## config.mk

```make
export PLATFORM = sky130hd
export DESIGN_NAME = stack_sequencer
export DESIGN_NICKNAME = d
export VERILOG_FILES = /design/src/rtl/stack_sequencer.sv
export SDC_FILE = /design/constraint.sdc
export NUM_CORES = 1
export LEC_CHECK = 0
export CORE_ASPECT_RATIO = 0.9
export CORE_MARGIN = 3
export CORE_UTILIZATION = 30
export DETAILED_ROUTE_END_ITERATION = 8
export PLACE_DENSITY = 0.62
export SLEW_MARGIN = 20
export SYNTH_ARGS = -nofsm -noshare
export SYNTH_HDL_FRONTEND = slang
export SYNTH_SLANG_ARGS = --single-unit
```

## constraint.sdc

```tcl
create_clock -name i_clk -period 1.5 [get_ports i_clk]
set_input_delay 0.3 -clock i_clk [delete_from_list [all_inputs] [get_ports i_clk]]
set_output_delay 0.3 -clock i_clk [all_outputs]
set_load 0.03 [all_outputs]
```

## src/rtl/stack_sequencer.sv

```systemverilog
// Stack/subroutine sequencer: drives ARF (PC/AR/SP) controls and a byte-wide memory to run PUSH/POP/CALL/RET.
// Optional accept-time stack bounds checking is enabled by defining STACK_LIMIT_EN.
module stack_sequencer #(
  parameter logic [15:0] STACK_LIMIT = 16'h0100,
  parameter logic [15:0] STACK_TOP   = 16'hFFFF
) (
  input  logic        i_clk,
  input  logic        i_rst_n,
  input  logic        i_req_valid,
  output logic        o_req_ready,
  input  logic [1:0]  i_req_op,
  input  logic [15:0] i_data_in,
  input  logic [15:0] i_target,
  output logic [15:0] o_data_out,
  output logic        o_done,
  output logic        o_err,
  output logic [15:0] o_arf_i,
  output logic [2:0]  o_arf_regsel,
  output logic [2:0]  o_arf_funsel,
  output logic [1:0]  o_arf_outcsel,
  output logic [1:0]  o_arf_outdsel,
  input  logic [15:0] i_arf_outc,
  input  logic [15:0] i_arf_outd,
  output logic [15:0] o_mem_addr,
  output logic [7:0]  o_mem_wr_data,
  output logic        o_mem_wr,
  output logic        o_mem_rd,
  input  logic [7:0]  i_mem_rd_data
);
  typedef enum logic [1:0] {OP_PUSH = 2'b00, OP_POP = 2'b01, OP_CALL = 2'b10, OP_RET = 2'b11} op_t;
  typedef enum logic [2:0] {S_IDLE, S_DEC, S_WR_HI, S_WR_LO, S_RD_LO, S_RD_HI, S_LOAD_PC, S_DONE} state_t;

  state_t      r_state, w_next;
  op_t         r_op, w_op;
  logic [15:0] r_w, r_target, r_data_out;
  logic        w_accept, w_reject;

  assign w_op     = op_t'(i_req_op);
  assign w_accept = (r_state == S_IDLE) && i_req_valid;

`ifdef STACK_LIMIT_EN
  logic r_rej;

  // 17-bit compares so the +2 / -1 bound adjustments cannot wrap
  always_comb begin
    w_reject = 1'b0;
    if (w_op == OP_PUSH || w_op == OP_CALL)
      w_reject = {1'b0, i_arf_outd} < ({1'b0, STACK_LIMIT} + 17'd2);
    else
      w_reject = {1'b0, i_arf_outd} > ({1'b0, STACK_TOP} - 17'd1);
  end

  always_ff @(posedge i_clk or negedge i_rst_n) begin
    if (!i_rst_n)      r_rej <= 1'b0;
    else if (w_accept) r_rej <= w_reject;
  end

  assign o_err = (r_state == S_DONE) && r_rej;
`else
  logic w_unused_cfg;
  assign w_unused_cfg = ^{STACK_LIMIT, STACK_TOP};
  assign w_reject     = 1'b0;
  assign o_err        = 1'b0;
`endif

  always_ff @(posedge i_clk or negedge i_rst_n) begin
    if (!i_rst_n) r_state <= S_IDLE;
    else          r_state <= w_next;
  end

  always_comb begin
    w_next = r_state;
    case (r_state)
      S_IDLE: begin
        if (w_accept) begin
          if (w_reject)                               w_next = S_DONE;
          else if (w_op == OP_PUSH || w_op == OP_CALL) w_next = S_DEC;
          else                                        w_next = S_RD_LO;
        end
      end
      S_DEC:     w_next = S_WR_HI;
      S_WR_HI:   w_next = S_WR_LO;
      S_WR_LO:   w_next = (r_op == OP_CALL) ? S_LOAD_PC : S_DONE;
      S_RD_LO:   w_next = S_RD_HI;
      S_RD_HI:   w_next = (r_op == OP_RET) ? S_LOAD_PC : S_DONE;
      S_LOAD_PC: w_next = S_DONE;
      S_DONE:    w_next = S_IDLE;
      default:   w_next = S_IDLE;
    endcase
  end

  always_comb begin
    o_arf_regsel  = 3'b111;
    o_arf_funsel  = 3'b000;
    o_arf_i       = '0;
    o_mem_wr      = 1'b0;
    o_mem_rd      = 1'b0;
    o_mem_wr_data = '0;
    case (r_state)
      S_DEC: o_arf_regsel = 3'b110;
      S_WR_HI: begin
        o_mem_wr      = 1'b1;
        o_mem_wr_data = r_w[15:8];
        o_arf_regsel  = 3'b110;
      end
      S_WR_LO: begin
        o_mem_wr      = 1'b1;
        o_mem_wr_data = r_w[7:0];
      end
      S_RD_LO, S_RD_HI: begin
        o_mem_rd     = 1'b1;
        o_arf_regsel = 3'b110;
        o_arf_funsel = 3'b001;
      end
      S_LOAD_PC: begin
        o_arf_regsel = 3'b011;
        o_arf_funsel = 3'b010;
        o_arf_i      = (r_op == OP_CALL) ? r_target : r_w;
      end
      default: ;
    endcase
  end

  // DataOut is loaded on the edge that enters DONE so it is valid alongside Done
  always_ff @(posedge i_clk or negedge i_rst_n) begin
    if (!i_rst_n) begin
      r_w        <= '0;
      r_target   <= '0;
      r_op       <= OP_PUSH;
      r_data_out <= '0;
    end else begin
      if (w_accept) begin
        r_op     <= w_op;
        r_target <= i_target;
        r_w      <= (w_op == OP_CALL) ? i_arf_outc : i_data_in;
      end
      if (r_state == S_RD_LO) r_w[7:0]  <= i_mem_rd_data;
      if (r_state == S_RD_HI) r_w[15:8] <= i_mem_rd_data;
      if (r_state == S_RD_HI && r_op == OP_POP)   r_data_out <= {i_mem_rd_data, r_w[7:0]};
      if (r_state == S_LOAD_PC && r_op == OP_RET) r_data_out <= r_w;
    end
  end

  assign o_req_ready   = (r_state == S_IDLE);
  assign o_done        = (r_state == S_DONE);
  assign o_data_out    = r_data_out;
  assign o_mem_addr    = i_arf_outd;
  assign o_arf_outcsel = 2'b00;
  assign o_arf_outdsel = 2'b11;
endmodule
```

[Yosys cells after proc, flatten, opt, wreduce, memory -nomap -nowiden]
Index checks and enable logic that the tools add are counted.
Word-level totals
  register bits: 53
  bits of input ports: 77
  output and inout port bits: 71
  logic and storage cells: 48
Operators by class
  equal/unequal tests: 12
  muxes and demuxes: 18
  reduce and logical (&&, ||, !) cells: 12
Operators by type and width (count)
  $mux W16: 6
  $pmux W3 S8: 1
  $mux W8: 2
  $pmux W8 S2: 1
  $eq A3 B3 Y1 const B: 4
  $eq A2 B2 Y1 const B: 3
  $eq A3 B2 Y1 const B: 2
  $mux W3: 2
  $pmux W3 S2: 1
  $reduce_bool A2 Y1: 3
  $mux W1: 4
  $pmux W2 S2: 1
  $reduce_or A2 Y1: 2
  $reduce_or A4 Y1: 1
  $eq A3 B1 Y1 const B: 1
  $logic_and A1 B1 Y1: 3
  $logic_not A3 Y1: 1
  $eq A2 B1 Y1 const B: 1
  $logic_not A2 Y1: 1
  $ne A2 B1 Y1 const B: 1
  $logic_or A1 B1 Y1: 1

[Logic depth before layout (Yosys ltp)]
Gate-level depths: netlist of the first run.
  depth in word-level cells: 5
  mapped depth: 7
  gate-level depth less buffers: 4

[Worst setup path after synthesis of the first run]
No wires, ideal clock.
  kind: register -> output
  start: register r_state[0]
  end: output port o_arf_i[10]
  arrival time: 1.621 ns
  required time: 1.200 ns
  setup slack: -0.421 ns
  stages on the path, launching flop included: 5
  buffers on the path: 2
  cells stage by stage: dfrtp_1 buf_2 nand3b_4 buf_1 a21oi_1
On the way
  longest elaborated chain between the ends: 2
RTL lines
  from (decl): line 33  | state_t r_state, w_next;
  from (signal assigned): line 68  | else r_state <= w_next;
  $eq A3 B3 Y1: line 99  | case (r_state)
  $mux W16: line 99
  to (decl): line 17  | output logic [15:0] o_arf_i,
Every way passes these cells.

[Worst setup path after layout of the first run]
  start: register r_state[2]
  end: output port o_arf_i[4]
Same word-level chain as after synthesis.

==> results of run 1 <==
==> cell usage after synthesis (all sizes together), types with 2 or more instances <==
| cell | count |
|---|---|
| nand2 | 87 |
| nand3b | 3 |
| clkbuf | 6 |
| a211oi | 13 |
| inv | 3 |
| a21oi | 27 |
| a21o | 12 |
| dfrtp | 53 |
| nand2b | 2 |
| nor2 | 38 |
| conb | 2 |
| mux2 | 8 |
| buf | 41 |
| mux2i | 32 |
| nor2b | 4 |
| a221o | 4 |
==> critical path, stage by stage, from the launching register on <==
cell      delay, ns
dfrtp_2        0.42
buf_6          0.13
nand3b_4       0.16
buf_12         0.20
a21oi_4        0.13
buf_6          0.15
==> registers in the layout (all words and copies together), names as in the netlist <==
register    count
o_data_out     16
r_state         3
r_w            16
r_target       16
r_op            2
==> power groups by stage <==
stage / sequential (mW) / clock, mW / combinational [mW]
finish: 2.92 / 1.20 / 7.66
CTS: 2.78 / 1.22 / 6.79
global placement: 2.70 / 0 / 5.39
detailed placement: 2.71 / 0 / 5.47
global route: 3.00 / 1.27 / 8.09
floorplan: 2.84 / 0 / 3.32
==> cell families (layout without fill, tap and decap cells) <==
group                     Yosys count  count (layout)  synth area share
other                               2               7          0.002452
buffers and inverters              50             186            0.1062
AOI/OAI and AO/OA                  59              59            0.1258
muxes                              40              40            0.1340
DFF                                53              53            0.4330
and+or+nand+nor                   139             139            0.1957
xor gates and xnor gates            1               1          0.002860
==> what timing repair did <==
action | 4_1_cts | 5_1_grt
resized for setup | 134 | 69
pin swaps | 33 | 16
gates cloned | 5 | 4
endpoints found under the setup margin | 98 | 83
buffers inserted | 16 | 8
==> layer usage <==
metal / part of all wire / vias up / GRT usage
met5: 0 / - / 0
met4: 0.013 / 0 / 0.04067
met3: 0.056 / 14 / 0.03967
met2: 0.49 / 109 / 0.2950
met1: 0.44 / 1485 / 0.2363
li1: - / 1410 / -
==> stage by stage <==
stage            util  power [mW]  TNS [ns]  cells  cell area [µm²]
4_1_cts        0.5311       10.80    -12.72    600             5219
2_1_floorplan       -       6.166    -2.442    349             3271
3_3_place_gp   0.4523       8.086    -11.18    572             4444
3_5_place_dp   0.4523       8.179    -10.61    572             4444
5_1_grt        0.5726       12.37    -18.78    611             5627
6_report       0.5726       11.77    -14.76    611             5627
==> path summary, 6_finish.rpt <==
path                                                   to  slack (ns)  cells past startpoint
worst max-delay path                           o_arf_i[4]       -0.28                      5
worst min-delay path              r_target[1]$_DFFE_PN0P_      -0.007                      2
worst max register to register         r_w[1]$_DFFE_PN0P_       -0.27                      7
worst min register to register    r_target[4]$_DFFE_PN0P_        0.48                      2
max in group asynchronous       o_data_out[5]$_DFFE_PN0P_        1.24                      2
min in group i_clk                r_target[4]$_DFFE_PN0P_        0.48                      2
==> layout make-up <==
cell class                      instances  area [µm²]
Fill cell                             823        4200
Multi-Input combinational cell        246        2056
Timing Repair Buffer                  175        1917
Sequential cell                        53        1328
Tap cell                              126       157.7
Clock buffer                            6       138.9
Inverter                                3       16.27
Clock inverter                          2       13.76
==> results.json, run 1 <==
{
  "grt_pass1_vias": 2994,
  "portBuffers": 108,
  "drc_errors": 0,
  "initial_core_util": 0.3117,
  "drt-initial-drc-count": 79,
  "p_comb_frac": 0.650,
  "area_delta_synth_final_pct": 83.70,
  "ys_seq_area_frac": 0.4330,
  "cts_buffer_depth": 2,
  "synth_edf_count": 0,
  "reg2reg_from": "r_state[2]$_DFFE_PN0P_",
  "synth-seq-cells": 53,
  "slew_violations": 0,
  "min-delay-path-class": "input pin to asynchronous set/reset pin",
  "internal_power_mw": 6.529,
  "synth.distinct_cells": 31,
  "yosys.area.top_type": "dfrtp_1",
  "max_freq_ghz": 0.5608,
  "drv_cap": 0,
  "synth.top_cells.by_area": "dfrtp_1 (43%), nand2_1 (11%), mux2i_1 (10%)",
  "period_minus_slack_ns": 1.783,
  "worstSetupStartpointType": "flip-flop",
  "fin_ws_ns": -0.2831,
  "htreeDepth": 2,
  "cts.reportedPaths.clkPinSlew_ns": 0.07,
  "nets": 561,
  "antenna_cells": 0,
  "vias": 3018,
  "seqPwrFrac": 0.248,
  "postCtsHoldBufs": 0,
  "cp-end-kind": "primary output",
  "power_switching_mw": 5.245,
  "sw_frac_of_total": 0.4455,
  "worstSetupStartpoint": "r_state[2]$_DFFE_PN0P_",
  "first_pass_iters": 5,
  "clockPowerShare": 0.102,
  "dpl_worst_slack_ns": -0.4193,
  "place_congestion": 0.8604,
  "finalHoldViolCount": 5,
  "grt_antenna_before_repair": 0,
  "grt_max_degree": 54,
  "arrival_ns": 1.48,
  "die_h_um": 101.9,
  "skew_ns": 0.008765,
  "worstSetupPathType": "flip-flop to primary output",
  "peakVddDrop_v": 0.001376,
  "synthFlopType": "dfrtp_1",
  "wire_per_inst_um": 17.73,
  "setup_violations": 82,
  "critPathMaxFanout": 7,
  "grt_usage": 0.1764,
  "layout-drive-gt1-share": 0.4454,
  "required_ns": 1.20,
  "cts.sinks": 53,
  "cts_tree": "built",
  "final_cell_mix": "nand2_1 (66), clkdlybuf4s50_1 (59), buf_6 (56)",
  "drtAntennaViolNets": 0,
  "ys_warn_count": 0,
  "synth_top_area_share": 0.4330,
  "synthesis.area_mm2": 0.003063,
  "fin_hold_ws_ns": -0.007012,
  "grt_overflow": 0,
  "syn_area_per_cell_um2": 8.904,
  "viasPerCell": 4.939,
  "cts-root-buf": "clkbuf_16",
  "ios": 148,
  "violations": "hold timing, setup timing",
  "coreArea_mm2": 0.009827,
  "grt_pass1_wl_um": 15880,
  "wl_um": 10830,
  "status": "finished with violations",
  "pwr_density_cell_mw_per_mm2": 2093,
  "cts_buffers": 5,
  "layout_commonest_cell": "nand2_1",
  "die_x_um": 112.5,
  "rows": 34,
  "dp_hpwl_um": 6951,
  "synthCells": 344,
  "p_leak_nw": 2.427,
  "async_flop_share": 1.000,
  "clk_latency_ns": 0.29,
  "dieArea_mm2": 0.01146,
  "rsz0062_at_grt": "yes",
  "period_share": 1.189
}
Note: power is estimated with default switching activity, not from simulation.
==> run 2, diff against run 1 <==
GPL_TIMING_DRIVEN = 0   (was unset)
PLACE_DENSITY = 0.59   (was 0.62)
clock period = 2 ns   (was 1.5 ns; I/O delays follow)
==> run 2 against run 1 <==
  * The flow now finishes without violations
  * Wire length is 9.2% lower
  * Clock power is 26% lower
  * Worst setup slack better by 0.29 ns
  * Critical endpoint is now o_arf_i[11]
  * Highest routed layer unchanged
==> results.json, run 2 (synthesized netlist as in run 1, its figures left out) <==
{
  "finalHoldViolCount": 0,
  "tightest_slew_ns": 0.6972,
  "coreArea_mm2": 0.009827,
  "area_delta_synth_final_pct": 56.66,
  "grt_pass1_wl_um": 14750,
  "reg2reg_slack_ns": 0.05,
  "drv_cap": 0,
  "dieArea_mm2": 0.01146,
  "grt_antenna_before_repair": 0,
  "initial_core_util": 0.3117,
  "finalPower_mw": 6.909,
  "die_h_um": 101.9,
  "cts.sinks": 53,
  "critPathMaxFanout": 8,
  "p_leak_nw": 2.232,
  "cp-end-kind": "primary output",
  "final_cell_mix": "clkdlybuf4s50_1 (91), nand2_1 (81), dfrtp_1 (52)",
  "portBuffers": 124,
  "antenna_cells": 0,
  "pwr_density_cell_mw_per_mm2": 1440,
  "dpl-instance-area_mm2": 0.004478,
  "wl_um": 9840,
  "wire_per_inst_um": 16.13,
  "reg2reg_from": "r_op[1]$_DFFE_PN0P_",
  "dpl_worst_slack_ns": -0.5918,
  "fin_ws_ns": 0.009666,
  "regArea_mm2": 0.001328,
  "cts_buffers": 5,
  "multi_input_area_mm2": 0.001550,
  "finalSetupTns_ns": 0,
  "max_freq_ghz": 0.5024,
  "final_util": 0.4883,
  "skew_ns": 0.005780,
  "htreeDepth": 2,
  "drtAntennaViolNets": 0,
  "peakVddDrop_v": 0.0007125,
  "final_cell_area_mm2": 0.004798,
  "ios": 148,
  "required_ns": 1.60,
  "rsz0062_at_grt": "yes",
  "vias": 2870,
  "grt_overflow": 0,
  "grt_max_degree": 54,
  "drc_errors": 0,
  "cts_tree": "built",
  "place_congestion": 0.7960,
  "layout-drive-gt1-share": 0.2438,
  "viasPerCell": 4.705,
  "layout_commonest_cell": "clkdlybuf4s50_1",
  "grt_pass1_vias": 2832,
  "worstSetupStartpointType": "flip-flop",
  "drt-initial-drc-count": 99,
  "setup_violations": 0,
  "arrival_ns": 1.59,
  "cts-root-buf": "clkbuf_16",
  "cts.reportedPaths.clkPinSlew_ns": 0.07,
  "grt_usage": 0.1623,
  "min-delay-path-class": "input pin to asynchronous set/reset pin",
  "status": "finished clean",
  "rr_worst_depth": 5,
  "postCtsHoldBufs": 0,
  "rows": 34,
  "worstSetupPathType": "flip-flop to primary output",
  "cts_buffer_depth": 2,
  "period_share": 0.9952,
  "timing.slew.headroom": 0.5352,
  "fillers": 977,
  "worstReg2RegEnd": "o_data_out[6]$_DFFE_PN0P_",
  "clk_latency_ns": 0.29,
  "period_minus_slack_ns": 1.990,
  "first_pass_iters": 4,
  "slew_violations": 0,
  "nets": 561,
  "die_x_um": 112.5,
  "dp_hpwl_um": 7455
}
-- run 2: changes by cell type in the layout (fill, tap and decap cells not counted), sizes merged --
cell,previous run,this run
buf,98,71
clkbuf,8,9
clkdlybuf4s15,0,6
clkdlybuf4s18,0,1
clkdlybuf4s50,59,91
clkinv,2,0
clkinvlp,0,1
dlygate4sd2,16,2
nand3b,3,4
-- run 2: worst max path at each step --
stage                                      start                         to  cells past startpoint
final                        r_op[0]$_DFFE_PN0P_                o_arf_i[11]                      6
after global routing         r_op[0]$_DFFE_PN0P_                o_arf_i[11]                      6
after CTS                 r_state[0]$_DFFE_PN0P_           o_mem_wr_data[6]                      5
after detailed placement     r_op[1]$_DFFE_PN0P_                 o_arf_i[9]                      6
after global placement                   i_rst_n  o_data_out[6]$_DFFE_PN0P_                      1
after floorplan           r_state[0]$_DFFE_PN0P_                o_arf_i[10]                      4
-- run 2: per-stage QoR --
stage | cells | hold slack [ns]
after floorplan | 349 | 0.1044
after global placement | 599 | 0.4607
after detailed placement | 599 | 0.4625
after CTS | 608 | 0.1850
after global routing | 610 | 0.2015
final | 610 | 0.1477
-- run 2: where the power goes --
group	internal [mW]	switching (mW)	leakage, nW
sequential	1.58	0.443	0.637
combinational	1.73	2.28	1.53
clock	0.492	0.390	0.0690
total	3.80	3.11	2.23
-- run 2: cell type report --
class | instances | share of cell area
Clock inverter | 1 | 0.001565
Buffer | 45 | 0.07484
Clock buffer | 6 | 0.02894
Tap cell | 126 | 0.03286
Inverter | 3 | 0.002347
Sequential cell | 53 | 0.2767
Timing Repair Buffer | 129 | 0.2597
Multi-Input combinational cell | 247 | 0.3231
-- run 2: per-layer routing --
| metal | up-vias | wire length (µm) | GRT usage |
|---|---|---|---|
| li1 | 1404 | - | - |
| met1 | 1346 | 4416 | 0.2227 |
| met2 | 111 | 4606 | 0.2666 |
| met3 | 9 | 728 | 0.04026 |
| met4 | 0 | 87 | 0.02773 |
| met5 | - | 0 | 0 |
-- run 2: critical path: stages, from the launching register on --
cell and delay (ns):
dfrtp_1 0.43, nor2b_1 0.13, buf_4 0.19, clkbuf_16 0.17, nand2_1 0.07, a21oi_2 0.16, buf_6 0.15
-- run 2: what timing repair did --
item | in CTS | in global routing
cloned | 0 | 2
endpoints found under the setup margin | 37 | 31
gates resized for setup | 151 | 57
pin swaps | 0 | 6
setup buffers | 4 | 0
==> run 3, diff against run 2 <==
ABC_AREA = 1   (was unset)
SKIP_LAST_GASP = 1   (was unset)
==> run 3 against run 2 <==
  * Flip-flop and latch count unchanged
  * Count of clock-buffer cells in the layout down 1
  * Sequential power down 2%
  * Highest routed layer unchanged
  * Critical path depth up 1
  * Total power down 4.2%
  * Synthesized cell count up 31%
  * Sequential share of layout area down 0.16 points
  * Critical endpoint unchanged
  * Wire length up 5.1%
==> results.json, run 3 <==
{
  "status": "finished clean",
  "dieArea_mm2": 0.01184,
  "synth.most_common_cell": "nand2_1",
  "setup_violations": 0,
  "drv_cap": 0,
  "worstSetupStartpointType": "flip-flop",
  "max_freq_ghz": 0.5051,
  "cts.reportedPaths.clkPinSlew_ns": 0.07,
  "grt_max_degree": 54,
  "cp_slowest_stage_delay_ns": 0.45,
  "internal_power_mw": 3.485,
  "synth.distinct_cells": 22,
  "reg2reg_slack_ns": 0.38,
  "portBuffers": 123,
  "wire_per_inst_um": 14.36,
  "p_leak_nw": 2.447,
  "layout-drive-gt1-share": 0.1919,
  "synth.top_cells.by_area": "dfrtp_1 (42%), nand2_1 (18%), nand3_1 (9.6%)",
  "drtAntennaViolNets": 0,
  "wl_um": 10340,
  "synthesis.area_mm2": 0.003171,
  "ys_warn_count": 0,
  "grt_overflow": 0,
  "ys_seq_area_frac": 0.4183,
  "finalSetupTns_ns": 0,
  "cts_buffers": 5,
  "first_pass_iters": 4,
  "fin_ws_ns": 0.02014,
  "grt_pass1_vias": 3336,
  "final_cell_area_mm2": 0.004831,
  "worstSetupPathType": "flip-flop to primary output",
  "grt_antenna_before_repair": 0,
  "synth_edf_count": 0,
  "clk_latency_ns": 0.29,
  "place_congestion": 0.8640,
  "final_util": 0.4832,
  "required_ns": 1.60,
  "rr_worst_depth": 7,
  "synth-seq-cells": 53,
  "min-delay-path-class": "input pin to asynchronous set/reset pin",
  "synthCells": 452,
  "fillers": 1005,
  "yosys.area.top_type": "dfrtp_1",
  "sw_frac_of_total": 0.4736,
  "final_cell_mix": "nand2_1 (147), clkdlybuf4s50_1 (90), nand3_1 (60)",
  "cts_tree": "built",
  "vias": 3316,
  "rows": 34,
  "slew_violations": 0,
  "tightest_slew_ns": 0.6593,
  "finalHoldViolCount": 0,
  "period_share": 0.9899,
  "clockPowerShare": 0.127,
  "grt_pass1_wl_um": 16210,
  "cts.sinks": 53,
  "worstPathCellList": "inv_4, nand3_4, inv_6, buf_8, o21ai_0, a21oi_2, buf_6",
  "nets": 670,
  "cts_buffer_depth": 2,
  "syn_area_per_cell_um2": 7.014,
  "dpl-instance-area_mm2": 0.004614,
  "p_comb_frac": 0.575,
  "layout_commonest_cell": "nand2_1",
  "die_x_um": 114.4,
  "initial_core_util": 0.3171,
  "regArea_mm2": 0.001329,
  "synthFlopType": "dfrtp_1",
  "timing.slew.headroom": 0.5605,
  "finalPower_mw": 6.619,
  "skew_ns": 0.006835,
  "synth_common_cells": "nand2_1 (150), nand3_1 (61), inv_1 (57), dfrtp_1 (53), o21ai_0 (42)",
  "drt-initial-drc-count": 213,
  "power_switching_mw": 3.135,
  "grt_usage": 0.1704,
  "htreeDepth": 2,
  "critPathMaxFanout": 10,
  "area_delta_synth_final_pct": 52.37,
  "rsz0062_at_grt": "yes",
  "coreArea_mm2": 0.009997,
  "seqPwrFrac": 0.299,
  "drc_errors": 0,
  "arrival_ns": 1.58,
  "dp_hpwl_um": 8297,
  "postCtsHoldBufs": 0,
  "pwr_density_cell_mw_per_mm2": 1370,
  "ios": 148,
  "synth_top_area_share": 0.4183,
  "viasPerCell": 4.606,
  "dpl_worst_slack_ns": -0.5852,
  "cts-root-buf": "clkbuf_16",
  "die_h_um": 103.5,
  "antenna_cells": 0,
  "async_flop_share": 1.000,
  "multi_input_area_mm2": 0.001443,
  "cp-end-kind": "primary output",
  "slowest_stage": "dfrtp_2",
  "peakVddDrop_v": 0.0008848,
  "period_minus_slack_ns": 1.980
}
[run 3: worst max-delay path, delay by kind of cell (launching register included)]
kind                   cells  cell delay (ns)
buffers and inverters      4             0.49
and+or+nand+nor            1             0.10
AOI/OAI and AO/OA          2             0.24
DFF                        1             0.45
[run 3: final timing paths]
kind / startpoint / to
max in group asynchronous: i_rst_n / r_state[0]$_DFFE_PN0P_
worst max-delay path: r_state[0]$_DFFE_PN0P_ / o_arf_i[11]
worst min register to register: r_target[13]$_DFFE_PN0P_ / r_target[13]$_DFFE_PN0P_
min in group i_clk: r_target[13]$_DFFE_PN0P_ / r_target[13]$_DFFE_PN0P_
worst max register to register: r_state[0]$_DFFE_PN0P_ / o_data_out[13]$_DFFE_PN0P_
worst min-delay path: i_rst_n / r_target[3]$_DFFE_PN0P_
[run 3: repair_timing]
action	4_1_cts	5_1_grt
pin swaps	0	1
endpoints found under the setup margin	32	28
buffers inserted	2	3
gates resized for setup	175	46
gates cloned	0	1
[run 3: power groups by stage]
stage | Sequential [mW] | Combinational, mW | Clock [mW]
after CTS | 1.95 | 3.66 | 0.853
after global placement | 1.96 | 3.57 | 0
after detailed placement | 1.97 | 3.62 | 0
after global routing | 2.04 | 4.14 | 0.900
after floorplan | 2.16 | 2.00 | 0
final | 1.98 | 3.80 | 0.839
[run 3: layout make-up]
type,count,share of cell area
Buffer,44,0.06630
Clock buffer,5,0.02590
Clock inverter,3,0.003626
Inverter,59,0.04792
Multi-Input combinational cell,302,0.2986
Sequential cell,53,0.2751
Tap cell,126,0.03263
Timing Repair Buffer,128,0.2499
[run 3: cells by family after synthesis]
family	Yosys count	share of synthesized area
xor+xnor	1	0.002763
other cells	2	0.002369
simple gates	229	0.3118
buf+inv	103	0.1614
flops	53	0.4183
compound gates	64	0.1034
[run 3: stage by stage]
step	hold slack [ns]	std cells
finish	0.1364	720
floorplan	0.1044	457
global placement	0.4617	706
detailed placement	0.4642	706
CTS	0.1723	716
global route	0.2064	720
[run 3: metal layers]
metal	vias to the layer above	wire length [µm]	GRT usage
met3	11	795	0.03673
met5	-	0	0
met1	1504	4641	0.2413
li1	1677	-	-
met2	124	4801	0.2692
met4	0	102	0.03308
